--- src/rtl/ir_queue_pkg.sv ---
// Shared widths for the IFU->EXU IR queue.
// Holds E203 width defines and the packed payload width.
package ir_queue_pkg;

  localparam int E203_PC_SIZE     = 32;
  localparam int E203_RFIDX_WIDTH = 5;

  localparam int IRQ_IR_W   = 32;
  localparam int IRQ_FLAG_W = 5;

  // ir + pc + {pc_vld,misalgn,buserr,prdt_taken,muldiv_b2b} + rs1 + rs2
  function automatic int irq_payload_w(input int pc_w, input int rfidx_w);
    return IRQ_IR_W + pc_w + IRQ_FLAG_W + 2 * rfidx_w;
  endfunction

  localparam int IRQ_PAYLOAD_W =
    irq_payload_w(E203_PC_SIZE, E203_RFIDX_WIDTH);

endpackage

--- src/rtl/ir_queue_ram.sv ---
// IR queue storage: flop array, one write port, async read.
// No reset on the array; validity is tracked by the pointers.
module ir_queue_ram
  import ir_queue_pkg::*;
#(
  parameter int DEPTH = 4,
  parameter int W     = IRQ_PAYLOAD_W,
  parameter int AW    = $clog2(DEPTH)
) (
  input  logic          clk,
  input  logic          we,
  input  logic [AW-1:0] waddr,
  input  logic [W-1:0]  wdata,
  input  logic [AW-1:0] raddr,
  output logic [W-1:0]  rdata
);

  logic [W-1:0] mem [DEPTH];

  // Write the addressed entry on a push.
  always_ff @(posedge clk) begin
    if (we) mem[waddr] <= wdata;
  end

  assign rdata = mem[raddr];

endmodule

--- src/rtl/ir_queue.sv ---
// IFU->EXU instruction queue with flush and no bypass.
// Pointers, occupancy and handshakes live here.
module ir_queue
  import ir_queue_pkg::*;
#(
  parameter int DEPTH   = 4,
  parameter int PC_W    = E203_PC_SIZE,
  parameter int RFIDX_W = E203_RFIDX_WIDTH
) (
  input  logic                       clk,
  input  logic                       rst,
  input  logic                       i_valid,
  output logic                       i_ready,
  input  logic [31:0]                i_ir,
  input  logic [PC_W-1:0]            i_pc,
  input  logic                       i_pc_vld,
  input  logic                       i_misalgn,
  input  logic                       i_buserr,
  input  logic                       i_prdt_taken,
  input  logic                       i_muldiv_b2b,
  input  logic [RFIDX_W-1:0]         i_rs1idx,
  input  logic [RFIDX_W-1:0]         i_rs2idx,
  output logic                       o_valid,
  input  logic                       o_ready,
  output logic [31:0]                o_ir,
  output logic [PC_W-1:0]            o_pc,
  output logic                       o_pc_vld,
  output logic                       o_misalgn,
  output logic                       o_buserr,
  output logic [RFIDX_W-1:0]         o_rs1idx,
  output logic [RFIDX_W-1:0]         o_rs2idx,
  output logic                       o_prdt_taken,
  output logic                       o_muldiv_b2b,
  input  logic                       flush_req,
  output logic [$clog2(DEPTH+1)-1:0] q_count,
  output logic                       q_empty,
  output logic                       q_full
);

  localparam int AW = $clog2(DEPTH);
  localparam int CW = $clog2(DEPTH+1);
  localparam int PW = irq_payload_w(PC_W, RFIDX_W);

  logic [AW-1:0] wr_ptr;
  logic [AW-1:0] rd_ptr;
  logic          push;
  logic          pop;
  logic [PW-1:0] wdata;
  logic [PW-1:0] rdata;

  assign q_full  = (q_count == CW'(DEPTH));
  assign q_empty = (q_count == '0);
  assign i_ready = !q_full && !flush_req;
  assign o_valid = !q_empty && !flush_req;
  assign push    = i_valid && i_ready;
  assign pop     = o_valid && o_ready;

  assign wdata = {i_ir, i_pc, i_pc_vld, i_misalgn, i_buserr,
                  i_prdt_taken, i_muldiv_b2b, i_rs1idx, i_rs2idx};

  assign {o_ir, o_pc, o_pc_vld, o_misalgn, o_buserr,
          o_prdt_taken, o_muldiv_b2b, o_rs1idx, o_rs2idx} = rdata;

  // Pointer and occupancy update; flush beats push and pop.
  always_ff @(posedge clk or posedge rst) begin
    if (rst) begin
      wr_ptr  <= '0;
      rd_ptr  <= '0;
      q_count <= '0;
    end else if (flush_req) begin
      wr_ptr  <= '0;
      rd_ptr  <= '0;
      q_count <= '0;
    end else begin
      if (push) wr_ptr <= wr_ptr + AW'(1);
      if (pop)  rd_ptr <= rd_ptr + AW'(1);
      if (push && !pop)      q_count <= q_count + CW'(1);
      else if (pop && !push) q_count <= q_count - CW'(1);
    end
  end

  ir_queue_ram #(
    .DEPTH (DEPTH),
    .W     (PW),
    .AW    (AW)
  ) u_ram (
    .clk   (clk),
    .we    (push),
    .waddr (wr_ptr),
    .wdata (wdata),
    .raddr (rd_ptr),
    .rdata (rdata)
  );

endmodule

--- config.mk ---
export PLATFORM = sky130hd
export DESIGN_NAME = ir_queue
export DESIGN_NICKNAME = d
export VERILOG_FILES = /design/src/rtl/ir_queue_pkg.sv /design/src/rtl/ir_queue_ram.sv /design/src/rtl/ir_queue.sv
export SDC_FILE = /design/constraint.sdc
export NUM_CORES = 1
export LEC_CHECK = 0
export BUFFER_PORTS_ARGS = -buffer_cell sky130_fd_sc_hd__clkbuf_2
export CORE_UTILIZATION = 45
export CTS_BUF_LIST = sky130_fd_sc_hd__clkbuf_8
export DETAILED_ROUTE_END_ITERATION = 8
export GPL_ROUTABILITY_DRIVEN = 0
export PLACE_DENSITY = 0.65
export SYNTH_ARGS = -nofsm -noshare
export SYNTH_HDL_FRONTEND = slang
export SYNTH_HIERARCHICAL = 1
export SYNTH_SLANG_ARGS = --single-unit
--- constraint.sdc ---
create_clock -name clk -period 10.35 [get_ports clk]
set_clock_uncertainty 0.05 [all_clocks]
set_input_delay 0 -clock clk [delete_from_list [all_inputs] [get_ports clk]]
set_output_delay 0 -clock clk [all_outputs]
set_load 0.005 [all_outputs]
==> run metrics, run 1 <==
port buffer count 169; Reg clk slew, reported paths 60 ps; largest net degree at the start of global routing 53; area of the multi-input gates 2113 sq um; area leader, netlist edfxtp_1; CTS sink cnt 323; crit-path cells buf_4 -> mux4_2 -> clkbuf_2; post-synth top area share 79.69%; Final nets 853; Max Slew Vio Count 0; drt pass-1 iters 4; worst-margin pin slew 955.8 ps; post-synthesis cell area 11910 sq um; final setup fails 0; sequential cell area 9672 sq um; share of layout cells above drive strength 1 41.02%; placed cell count 965; post-cts resize count 0; Area Overhead vs Synth 25.55%; Post-synth top cells 316 x edfxtp_1, 79 x mux4_2, 12 x nor2_1; critical path class reg2out; max cap viols 0; Mapped Cells 475; H-tree depth 2; Hold Crit Class in2reg; Via density 5.155; clk_lat worst skew 550 ps; most numerous cell in the Yosys netlist edfxtp_1; Worst Min Path Start i_prdt_taken; worst vdd ir 0.00009643 V; WP data required 10300 ps; die width 164.7 um; top_reg_cell synth edfxtp_1; full die area 27120 sq um; CTS tree done; complex-gate fraction of the synthesized area 0.6515%; DRC Markers 0; GRT Residual Overflow 0; CP startpoint kind flop; Avg Cell Area, Syn 25.07 sq um; largest stage delay on the critical path 1050 ps; XOR/XNOR Fraction of Synth Area 0.3678%; post-detail-place hpwl 12.45 mm; DRT antenna net count 0; total number of vias 5887; Worst Hold Path Cells 2; Static Leak 5.138 nW; vias in the first global route 6300; highest metal used met4; buffer and inverter count on the worst path 2; Layout Cells excl Fill 1142; DR WL/cell 19.39 um; Critical Path Source rd_ptr[0]; status completed; FMAX 0.3131 GHz; Post-Syn Nets 560; sequential area share after synthesis 81.16%; met3 wire length 1.387 mm; IO Pins 170; largest family of logic cells by synthesized area multiplexers; CTS max path bufs 3; crit end category output pin; Crit-path slowest cell dfrtp_4; Netlist cell types 35; Reg2Reg Setup Slack 7520 ps; worst min-delay path endpoint u_ram/mem[3][11]; core area 25980 sq um; post-synthesis mux area share 14.94%; crit path DAT 3140 ps; global-route wire length before repair 33.53 mm; GRT Overall Usage 16.52%; Post-synth EDFFs 316; Worst slew margin 36.28%; Top delay family on crit path flip-flops; Metal-1 WL 9.474 mm; Layout fillers 1966; FFs w/ async S/R, synth 2.167%; initial antenna violation count 0; drt first-iter violations 262; PwrDens 207.3 nW/um^2; CTS root buf clkbuf_8; FP Rows 59; Final Routed Wirelength 22.14 mm; RR Endpoint u_ram/mem[1][4]; Fin. Hold Viols 0; wire length on met2 10.94 mm; Synth Area in Adders 0.1681%; yosys warns 6; Initial Util 45.83%; Synth area leaders edfxtp_1 80%, mux4_2 15%, dfrtp_1 1.5%, buf_2 0.46%, nor2_1 0.38%; CP max FO 46; Final WS setup 7157 ps; Die Y 164.7 um; Setup WS pre-CTS 7483 ps; Seq cells post-synth 323; R2R cell count 5; Period minus WS final 3193 ps; sum of negative setup slack 0 ps; TritonCTS Buffers 51; Period Utilization, post-route 30.85%; Reg-to-Reg Start q_count[2]; RSZ-0062 raised after global routing false; # diodes 0; simple-gate share of the synthesized area 1.471%
-- power breakdown --
| part | internal (W) | switching (W) |
|---|---|---|
| logic | 0.000279 | 0.000218 |
| registers | 0.00151 | 0.0000657 |
| clock network | 0.000560 | 0.000467 |
| total | 0.00235 | 0.000751 |
-- flip-flops by register name, summed over array words and instances, names as in the netlist --
signal / flops
u_ram/mem: 316
q_count: 3
rd_ptr: 2
wr_ptr: 2
-- cell usage in the layout (no fill, tap or decap), drive strengths merged, types with 2 or more instances in the layout --
cell type / n
a22oi: 2
and3: 2
and3b: 2
buf: 7
bufinv: 4
clkbuf: 220
clkinv: 27
clkinvlp: 2
dfrtp: 7
dlygate4sd3: 85
edfxtp: 316
inv: 12
mux4: 79
nand2: 2
nor2: 13
nor3: 3
nor3b: 2
nor4b: 2
o21ai: 3
xor2: 5
-- cell type report --
class | instances | area share (%)
well taps | 335 | 2.804
flip-flops and latches | 323 | 64.69
repair buffers | 261 | 11.70
inverters | 4 | 0.1339
clock buffers | 51 | 4.695
multi-input cells | 127 | 14.14
clock inverters | 41 | 1.841
-- through the flow --
step | hold slack (ps) | utilization (%) | cell area, sq um | total power [W]
after global routing | 137.0 | 57.54 | 14950 | 0.003243
after floorplan | -246.6 | - | 11910 | 0.001894
after CTS | 127.1 | 57.54 | 14950 | 0.003138
final | 158.9 | 57.54 | 14950 | 0.003099
after global placement | -126.2 | 50.50 | 13120 | 0.002069
after detailed placement | -116.4 | 50.50 | 13120 | 0.002083
-- timing repair --
| action | in CTS | in global routing |
|---|---|---|
| endpoints found under the hold margin | 330 | 0 |
| hold buffers | 85 | 0 |
| buffers inserted | 0 | 0 |
-- logic make-up (layout without fill, tap and decap cells) --
logic type	after synthesis	after routing
AO/OA/AOI/OAI	11	11
XOR/XNOR	5	5
adder cells (fa/ha/maj)	1	1
buffers and inverters	25	357
flip-flops	323	323
multiplexers	79	79
AND/OR/NAND/NOR	31	31
-- metal layers --
metal	vias to the layer above	global-route usage, %
li1	2631	-
met1	3028	22.10
met2	193	27.20
met3	35	3.817
met4	0	4.754
met5	-	0
-- how the worst max path moves through the flow --
| stage | to | cells past startpoint | slack (ps) |
|---|---|---|---|
| global placement | u_ram/mem[1][6] | 5 | 7550 |
| finish | o_ir[1] | 3 | 7160 |
| global route | o_ir[1] | 3 | 6830 |
| CTS | o_ir[1] | 3 | 7000 |
| floorplan | u_ram/mem[0][0] | 4 | 2970 |
| detailed placement | u_ram/mem[1][35] | 5 | 7480 |
Power figures use the tool's default switching activity.
==> run 2, diff against run 1 <==
--- a/config.mk
+++ b/config.mk
@@ -10,7 +10,7 @@
 export CTS_BUF_LIST = sky130_fd_sc_hd__clkbuf_8
 export DETAILED_ROUTE_END_ITERATION = 8
 export GPL_ROUTABILITY_DRIVEN = 0
-export PLACE_DENSITY = 0.65
+export PLACE_DENSITY = 0.68
 export SYNTH_ARGS = -nofsm -noshare
 export SYNTH_HDL_FRONTEND = slang
 export SYNTH_HIERARCHICAL = 1
==> constraint.sdc (replaced) <==
create_clock -name clk -period 2.6 [get_ports clk]
set_clock_uncertainty 0.05 [all_clocks]
set_input_delay 0 -clock clk [delete_from_list [all_inputs] [get_ports clk]]
set_output_delay 0 -clock clk [all_outputs]
set_load 0.005 [all_outputs]
==> run metrics, run 2 (synthesis results as in run 1) <==
crit-path cells or3b_4 -> nand2_4 -> nor3_1 -> fa_1 -> nor4b_1 -> nor3_1 -> o22ai_1; Static Leak 5.221 nW; CTS sink cnt 323; Reg with most FFs u_ram/mem; commonest non-fill, non-tap cell in the layout edfxtp_1; largest stage delay on the critical path 490 ps; Fin. Hold Viols 0; max cap viols 0; full die area 27120 sq um; drt first-iter violations 367; Period minus WS final 2307 ps; IO Pins 170; Worst slew margin 53.93%; RSZ-0062 raised after global routing false; DRC Markers 0; DRT antenna net count 0; global-route wire length before repair 34.40 mm; placed cell count 970; Period Utilization, post-route 88.72%; PwrDens 802.8 nW/um^2; FP Rows 59; post-detail-place hpwl 13.37 mm; Reg clk slew, reported paths 60 ps; Worst Hold Path Cells 2; # diodes 0; Final Routed Wirelength 22.45 mm; crit path DAT 2710 ps; drt pass-1 iters 4; Die Y 164.7 um; worst vdd ir 0.0004314 V; status completed; GRT Residual Overflow 0; Layout Cells excl Fill 1148; vias in the first global route 6443; H-tree depth 2; die width 164.7 um; port buffer count 169; final setup fails 0; commonest non-fill, non-tap cells in the layout 316 x edfxtp_1, 169 x clkbuf_2, 85 x dlygate4sd3_1; CTS max path bufs 3; Via density 5.105; Setup Buffers After CTS 0; clk_lat worst skew 540 ps; Area Overhead vs Synth 26.37%; CTS tree done; R2R cell count 7; WP data required 3010 ps; Final nets 858; Initial Util 45.83%; largest net degree at the start of global routing 56; TritonCTS Buffers 51; max reg flops 316; sum of negative setup slack 0 ps; crit end category flop; CTS root buf clkbuf_8; CP dominant cell by count nor3_1; core area 25980 sq um; total number of vias 5860; Hold Crit Class in2reg; Crit-path slowest cell fa_1; Max Slew Vio Count 0; FMAX 0.4335 GHz; share of layout cells above drive strength 1 41.08%; worst-margin pin slew 691.0 ps; GRT Overall Usage 16.92%; CP max FO 9; DR WL/cell 19.55 um; Largest regs u_ram/mem (316), q_count (3); CP startpoint kind flop; critical path class reg2reg; initial antenna violation count 0
## run 2: cell count changes in the layout (fill, tap and decap cells not counted), moves of 3 or more
cell | previous run | this run
buf_12 | 0 | 8
inv_1 | 12 | 27
clkinv_2 | 7 | 4
buf_4 | 7 | 4
bufinv_16 | 4 | 0
clkbuf_8 | 51 | 56
clkinv_1 | 19 | 8
## run 2: per-stage QoR
step / setup slack [ps] / power (W) / utilization, % / hold WS [ps] / cell area [sq um]
2_1_floorplan: -815.3 / 0.007524 / - / -246.6 / 11940
3_3_place_gp: 399.1 / 0.008308 / 51.10 / -115.1 / 13280
3_5_place_dp: 302.7 / 0.008374 / 51.10 / -98.38 / 13280
4_1_cts: 301.7 / 0.01227 / 57.91 / 128.1 / 15050
5_1_grt: 132.3 / 0.01265 / 57.91 / 150.9 / 15050
6_report: 293.4 / 0.01208 / 57.91 / 163.5 / 15050
## run 2: worst max-delay path, delay by kind of cell, from the launching register on
| kind | cells | cell delay [ps] |
|---|---|---|
| adder cells (fa/ha/maj) | 1 | 490 |
| flip-flops | 1 | 470 |
| AO/OA/AOI/OAI | 1 | 170 |
| AND/OR/NAND/NOR | 5 | 1040 |
## run 2: worst paths after layout
check | startpoint | to | slack, ps
min in group asynchronous | rst | rd_ptr[0] | 440
setup / recovery | q_count[1] | q_count[1] | 290
hold reg to reg | q_count[2] | q_count[2] | 620
hold / removal | i_pc[27] | u_ram/mem[1][42] | 160
setup reg to reg | q_count[1] | q_count[1] | 290
max in group asynchronous | rst | rd_ptr[1] | 1780
## run 2: timing repair
item | CTS | global route
endpoints found under the hold margin | 330 | 0
hold buffers | 85 | 0
resized for setup | 0 | 0
## run 2: layout make-up
type	instances	area [sq um]
Clock buffer	56	770.7
Clock inverter	37	147.6
Fill cell	1949	10940
Inverter	4	20.02
Multi-Input combinational cell	127	2132
Sequential cell	323	9672
Tap cell	335	419.2
Timing Repair Buffer	266	1887
## run 2: where the power goes
group          internal [W]  leakage (nW)  switching (W)
logic               0.00117          1.71        0.00105
registers           0.00601          2.96      0.0000960
clock network       0.00197         0.559        0.00179
## run 2: per-layer routing
layer  track usage, %  share of wire, %
met1            21.14                41
met2            29.13                51
met3            4.370               6.3
met4            4.837               1.6
met5                0                 0
